[src/rtl/fetch_pkg.sv]
// Shared types and constants for the instruction fetch stage and its bus.
package fetch_pkg;

    // First fetch address after reset.
    localparam logic [63:0] PCINIT  = 64'h8000_0000;
    localparam logic [63:0] PC_STEP = 64'd4;

    typedef struct packed {
        logic        valid;
        logic [63:0] addr;
    } ibus_req_t;

    typedef struct packed {
        logic        addr_ok;
        logic        data_ok;
        logic [31:0] data;
    } ibus_resp_t;

    typedef struct packed {
        logic [31:0] raw_instr;
        logic [63:0] pc;
        logic        is_bubble;
    } fetch_data_t;

    // Sequential successor; 64-bit add wraps naturally, no alignment check.
    function automatic logic [63:0] next_pc(input logic [63:0] pc);
        return pc + PC_STEP;
    endfunction

    function automatic ibus_req_t req_at(input logic [63:0] addr);
        return '{valid: 1'b1, addr: addr};
    endfunction

endpackage

[src/rtl/fetch.sv]
// Instruction fetch: one outstanding bus request, one-entry skid buffer for
// decode back-pressure, redirect handling with in-flight response discard.
module fetch
    import fetch_pkg::ibus_req_t, fetch_pkg::ibus_resp_t, fetch_pkg::fetch_data_t,
           fetch_pkg::next_pc, fetch_pkg::req_at;
#(
    parameter logic [63:0] PCINIT = fetch_pkg::PCINIT
) (
    input  logic        clk,
    input  logic        reset,
    output ibus_req_t   ireq,
    input  ibus_resp_t  iresp,
    input  logic        stall,
    input  logic        redirect_valid,
    input  logic [63:0] redirect_pc,
    output fetch_data_t dataF
);

    typedef enum logic [1:0] {
        IDLE,
        REQ,
        HOLD,
        DISCARD
    } state_t;

    state_t      state;
    logic [63:0] pc;
    logic [63:0] target;
    logic [31:0] skid_instr;
    logic [63:0] skid_pc;

    // addr_ok carries no information here: the request is simply held until data_ok.
    logic unused_addr_ok;
    assign unused_addr_ok = iresp.addr_ok;

    // Fetch FSM with registered bus request, pc, skid entry and decode register.
    always_ff @(posedge clk or posedge reset) begin
        if (reset) begin
            state      <= IDLE;
            pc         <= PCINIT;
            target     <= '0;
            skid_instr <= '0;
            skid_pc    <= '0;
            ireq       <= '{valid: 1'b0, addr: 64'd0};
            dataF      <= '{raw_instr: 32'd0, pc: 64'd0, is_bubble: 1'b1};
        end else begin
            // A redirect always kills the decode slot; otherwise any cycle decode
            // can accept gets a bubble unless a delivery below overrides it.
            if (redirect_valid || !stall)
                dataF.is_bubble <= 1'b1;

            case (state)
                IDLE: begin
                    state <= REQ;
                    if (redirect_valid) begin
                        pc   <= redirect_pc;
                        ireq <= req_at(redirect_pc);
                    end else begin
                        ireq <= req_at(pc);
                    end
                end

                REQ: begin
                    if (redirect_valid) begin
                        if (iresp.data_ok) begin
                            // Response lands with the redirect: drop it, restart at once.
                            pc   <= redirect_pc;
                            ireq <= req_at(redirect_pc);
                        end else begin
                            // Bus request must stay stable until its data returns.
                            target <= redirect_pc;
                            state  <= DISCARD;
                        end
                    end else if (iresp.data_ok) begin
                        if (stall) begin
                            skid_instr <= iresp.data;
                            skid_pc    <= pc;
                            ireq.valid <= 1'b0;
                            state      <= HOLD;
                        end else begin
                            dataF <= '{raw_instr: iresp.data, pc: pc, is_bubble: 1'b0};
                            pc    <= next_pc(pc);
                            ireq  <= req_at(next_pc(pc));
                        end
                    end
                end

                HOLD: begin
                    if (redirect_valid) begin
                        skid_instr <= '0;
                        skid_pc    <= '0;
                        pc         <= redirect_pc;
                        ireq       <= req_at(redirect_pc);
                        state      <= REQ;
                    end else if (!stall) begin
                        dataF      <= '{raw_instr: skid_instr, pc: skid_pc, is_bubble: 1'b0};
                        pc         <= next_pc(skid_pc);
                        ireq       <= req_at(next_pc(skid_pc));
                        skid_instr <= '0;
                        skid_pc    <= '0;
                        state      <= REQ;
                    end
                end

                DISCARD: begin
                    // Newest redirect wins, including one arriving with the dropped data.
                    if (redirect_valid)
                        target <= redirect_pc;
                    if (iresp.data_ok) begin
                        pc    <= redirect_valid ? redirect_pc : target;
                        ireq  <= req_at(redirect_valid ? redirect_pc : target);
                        state <= REQ;
                    end
                end

                default: state <= IDLE;
            endcase
        end
    end

endmodule

[config.mk]
export PLATFORM = sky130hd
export DESIGN_NAME = fetch
export DESIGN_NICKNAME = d
export VERILOG_FILES = /design/src/rtl/fetch_pkg.sv /design/src/rtl/fetch.sv
export SDC_FILE = /design/constraint.sdc
export NUM_CORES = 1
export LEC_CHECK = 0
export CAP_MARGIN = 20
export CORE_ASPECT_RATIO = 0.5
export CORE_MARGIN = 1
export CORE_UTILIZATION = 51
export CTS_CLUSTER_DIAMETER = 30
export DETAILED_ROUTE_END_ITERATION = 10
export GPL_ROUTABILITY_DRIVEN = 0
export MAX_ROUTING_LAYER = met4
export PLACE_DENSITY = 0.78
export SKIP_LAST_GASP = 1
export SLEW_MARGIN = 40
export SYNTH_ARGS = -nofsm -noshare
export SYNTH_HDL_FRONTEND = slang
export SYNTH_SLANG_ARGS = --single-unit
[constraint.sdc]
create_clock -name clk -period 12.6 [get_ports clk]
set_input_delay 1.89 -clock clk [delete_from_list [all_inputs] [get_ports clk]]
set_output_delay 1.89 -clock clk [all_outputs]
set_load 0.05 [all_outputs]
# After elaboration in Yosys (flattened, before gate mapping)

Cells that the tools add are included.

Register bits: 388
Input port bits: 102

Add/subtract/negate cells: 2
Equality and inequality tests: 18
Mux-type cells: 49
Reduce and logical (&&, ||, !) cells: 12

Operators by type and width:

| cell                                                 | number |
|---|---|
| 2-to-1 mux 64 bit                                    | 17 |
| 2-to-1 mux 97 bit                                    | 5 |
| 2-to-1 mux 65 bit                                    | 6 |
| case mux 65 bit (4 select lines)                     | 1 |
| case mux 64 bit (2 select lines)                     | 2 |
| case mux 64 bit (4 select lines)                     | 1 |
| case mux 97 bit (2 select lines)                     | 1 |
| 2-to-1 mux 32 bit                                    | 5 |
| adder 64 x 3 -> 64 bit (second input constant)       | 2 |
| case mux 32 bit (2 select lines)                     | 1 |
| inequality test 2 bit (second input constant)        | 10 |
| inequality test 3 bit (second input constant)        | 5 |
| AND reduction 5 bit                                  | 3 |
| 2-to-1 mux 2 bit                                     | 7 |
| case mux 2 bit (4 select lines)                      | 1 |
| AND reduction 3 bit                                  | 2 |
| AND reduction 6 bit                                  | 1 |
| equality test 2 bit (second input constant)          | 2 |
| AND reduction 4 bit                                  | 1 |
| nonzero test 2 bit                                   | 2 |
| equality test 2 x 1 -> 1 bit (second input constant) | 1 |
| logical NOT 2 bit                                    | 1 |
| 2-to-1 mux 1 bit                                     | 2 |
| logical NOT 1 bit                                    | 1 |
| logical OR 1 bit                                     | 1 |

# Depth between registers and ports, before layout

Depth in word-level cells: 7
Depth in mapped cells: 13
Depth with buffers taken out: 9

# Worst setup path before layout

No wires, ideal clock.

Kind: input to register
From: input port redirect_valid
To: register ireq[29] (netlist bit)
Setup time: 135 ps
Arrival time: 3759 ps
Data required time: 12465 ps
Setup slack: 8707 ps
Cell stages on the path: 8
Path through: clkbuf_1 buf_2 buf_1 clkbuf_1 clkbuf_1 o21ai_0 a221oi_1 o21ai_0

Word-level cells in the longest chain between the ends: 3
Elaborated cells on any way between the ends: 9

RTL lines:

| what                             | RTL line     | source |
|---|---|---|
| from (decl)                      | fetch.sv:14  | `input logic redirect_valid,` |
| 2-to-1 mux 64 bit                | -            |  |
| 2-to-1 mux 65 bit                | fetch.sv:109 | `if (iresp.data_ok) begin` |
| case mux 65 bit (4 select lines) | fetch.sv:52  | `case (state)` |
| to (signal assigned)             | fetch.sv:57  | `ireq <= req_at(redirect_pc);` |
| to (signal assigned)             | fetch.sv:59  | `ireq <= req_at(pc);` |
| to (signal assigned)             | fetch.sv:111 | `ireq <= req_at(redirect_valid ? redirect_pc : target);` |
| to (decl)                        | fetch.sv:11  | `output ibus_req_t ireq,` |

Several ways; a longest one is shown, not always the timed one. The select of a mux whose other input is x is not followed.
A chain may end at the register's enable or synchronous reset.

# Worst setup path in the final report

From: input port redirect_valid
To: register ireq[61] (netlist bit)

Same word-level chain as after synthesis.

==> results_dict.tcl <==
set metrics [dict create \
    outcome "completed" \
    numCtsBuffers 53 \
    power.switching_mw 2.847 \
    clock.fmax_ghz 0.2054 \
    skew_ps 26.46 \
    startpoint_type "primary input" \
    netlist_instances 2476 \
    ant_nets 0 \
    synth.distinct_cells 71 \
    cts_setup_buffers 0 \
    finalNonFillerCells 3229 \
    ctsHtreeMaxLevel 2 \
    cts_resized 0 \
    fin_crit_sh 0.3865 \
    wl_per_cell_um 23.14 \
    synth_nets 2585 \
    path_cells "buf_4 -> buf_4 -> buf_4 -> nand4b_1 -> nor3_1 -> and3_1 -> nand4_1 -> mux2i_1 -> a221oi_1 -> o21ai_0" \
    end_kind "flop" \
    syn-cell-area_um2 21700 \
    seqPwrFrac 0.355 \
    setup-tns-final_ps 0 \
    grt_antenna_before_repair 6 \
    cts_sinks 388 \
    grt_max_degree 88 \
    numPlacedInstances 3121 \
    slowest_delay_ps 730 \
    layout_common_cells "531 x nand2_1, 386 x dfrtp_1, 307 x o21ai_0" \
    multiInputGateArea_um2 11110 \
    min_path_type "reg -> reg" \
    synthArstFlopShare 1.000 \
    via_per_inst 6.546 \
    synth_top_flop_cell "dfrtp_1" \
    setup_viol 0 \
    maxCapViolations 0 \
    internal_power_mw 3.550 \
    grt_pass1_wl_um 115800 \
    final_common_cell "nand2_1" \
    dieArea_um2 43420 \
    dr.pass1.iters 7 \
    worstMarginPinSlew_ps 861.0 \
    criticalPathCategory "in -> reg" \
    clk_pin_slew_ps 60 \
    io_buffers 262 \
    ys_seq_area_frac 0.4476 \
    worst_ir_drop_vdd_uv 122.9 \
    ys_ff_latch 388 \
    cts_tree "yes" \
    nets 2720 \
    hpwl_um 47500 \
    cts_hold_buf 0 \
    seq_area_um2 9712 \
    rows 52 \
    vias 21140 \
    yosys_warnings 0 \
    synth_edf_count 0 \
    leakage_nw 11.03 \
    utilization 0.6450 \
    setup_slack_ps 7731 \
    period_minus_slack_ps 4869 \
    n_fill_cell 3282 \
    slew_headroom 0.4225 \
    required_ps 13040 \
    drive_gt1_frac 0.09868 \
    crit_path_top_delay_cell "buf_4" \
    critPathBufInv 3 \
    drtIter0Drc 2656 \
    drcViolationCount 0 \
    overflow 0 \
    ctsRootBufferMaster "clkbuf_16" \
    wl_um 74720 \
    power.density_nw_per_um2 240.8 \
    pin_count 264 \
    clk_latency_ps 590 \
    comb_power_share 0.405 \
    fp.dieH_um 147.8 \
    clk_path_buf_depth 3 \
    first_global_vias 20250 \
    postSynthAreaPerCell_um2 8.762 \
    crit_family "buffers and inverters" \
    rsz0062_at_grt "false" \
    area_growth_pct 22.43 \
    final_max_slew_viol_count 0 \
    start_util 0.5268 \
    crit_arrival_ps 5310 \
    die_x_um 293.7 \
    switching_share 0.4451 \
    cp_common_cell "buf_4" \
    grt_usage 0.3512 \
    core_um2 41180 \
    place_ws_ps 7262 \
    cp_max_fo 64 \
    pwr-share-clk 0.240 \
    finalHoldViolations 0 \
]
-- registers in the layout, indices dropped and copies added, names as in the netlist --
signal	flops
pc	64
skid_pc	64
skid_instr	32
target	64
ireq	65
dataF	97
state	2
-- power groups by stage --
stage / logic [mW] / clock network (mW) / registers [mW]
after global routing: 2.77 / 1.60 / 2.32
after floorplan: 1.42 / 0 / 2.46
after global placement: 2.45 / 0 / 2.23
after detailed placement: 2.53 / 0 / 2.26
after CTS: 2.55 / 1.54 / 2.24
final: 2.59 / 1.53 / 2.27
-- worst reg2reg max path, cell delays in order (launching register included) --
cell	delay, ps
dfrtp_1	420
inv_1	200
ha_4	420
buf_4	610
inv_1	110
buf_4	260
nand2_1	130
a211o_4	390
inv_1	100
nand2_2	520
buf_4	670
o21ai_0	290
-- cell families (layout without fill, tap and decap cells) --
group                      count (synthesis)  after routing  share of synthesized area
and+or+nand+nor                          947            947                     0.2107
AOI/OAI and AO/OA                        661            661                     0.1917
DFF                                      388            388                     0.4476
buffers and inverters                    260            439                    0.04671
muxes                                    151            151                    0.07416
xor gates and xnor gates                  62             62                    0.02503
adders and majority gates                  7              7                   0.004037
other                                      0              7                          0
-- through the flow --
stage / hold slack (ps) / area (um^2) / power, mW
6_report: 465.5 / 26560 / 6.397
3_3_place_gp: 450.0 / 24540 / 4.680
3_5_place_dp: 456.8 / 24690 / 4.781
5_1_grt: 479.6 / 26560 / 6.682
2_1_floorplan: 439.1 / 21700 / 3.882
4_1_cts: 468.8 / 26510 / 6.326
-- cells in the mapped netlist (all sizes together), types with 7 or more instances --
| cell type | number | area [um^2] |
|---|---|---|
| a221o | 17 | 170.2 |
| a21boi | 13 | 97.59 |
| nand4 | 62 | 387.9 |
| nand3 | 52 | 270.3 |
| xnor2 | 31 | 271.5 |
| o31ai | 32 | 245.2 |
| nor2 | 81 | 304.0 |
| o211ai | 8 | 60.06 |
| ha | 7 | 87.58 |
| and2 | 9 | 56.30 |
| xor2 | 31 | 271.5 |
| and3 | 20 | 125.1 |
| nor4 | 22 | 188.9 |
| nand2b | 12 | 75.07 |
| mux2i | 73 | 730.7 |
| a21o | 9 | 67.56 |
| a22oi | 105 | 788.3 |
| buf | 33 | 158.9 |
| or4 | 12 | 93.84 |
| inv | 31 | 116.4 |
| a31oi | 13 | 81.33 |
| a211oi | 10 | 75.07 |
| o21ai | 315 | 1577 |
| nand2 | 532 | 1997 |
| clkbuf | 196 | 738.2 |
| dfrtp | 386 | 9659 |
| and4 | 15 | 131.4 |
| a221oi | 37 | 330.3 |
| a311oi | 7 | 67.56 |
| mux2 | 78 | 878.3 |
| a21oi | 61 | 305.3 |
| nand3b | 87 | 653.1 |
| nor3 | 24 | 120.1 |
-- path summary, 6_finish.rpt --
path,startpoint,slack (ps),depth (start not counted),end
setup reg to reg,state[1],8290,11,dataF[73]
min in group asynchronous,reset,1610,2,dataF[56]
setup / recovery,redirect_valid,7730,10,ireq[61]
max in group asynchronous,reset,9270,5,skid_instr[31]
hold / removal,skid_instr[28],470,2,skid_instr[28]
hold reg to reg,skid_instr[28],470,2,skid_instr[28]
-- layer usage --
| layer | share of wire | up-vias | GRT usage |
|---|---|---|---|
| li1 | - | 9171 | - |
| met1 | 0.39 | 10280 | 0.4613 |
| met2 | 0.45 | 1425 | 0.5208 |
| met3 | 0.12 | 266 | 0.08600 |
| met4 | 0.038 | 0 | 0.1456 |
| met5 | 0 | - | - |
-- area by class of cell --
| type | count | area share |
|---|---|---|
| Antenna cell | 7 | 0.0006594 |
| Multi-Input combinational cell | 1828 | 0.4184 |
| Timing Repair Buffer | 309 | 0.1155 |
| Inverter | 31 | 0.004569 |
| Sequential cell | 388 | 0.3656 |
| Tap cell | 567 | 0.02671 |
| Clock buffer | 59 | 0.05276 |
| Clock inverter | 40 | 0.01578 |
(Power assumes the default switching activity.)
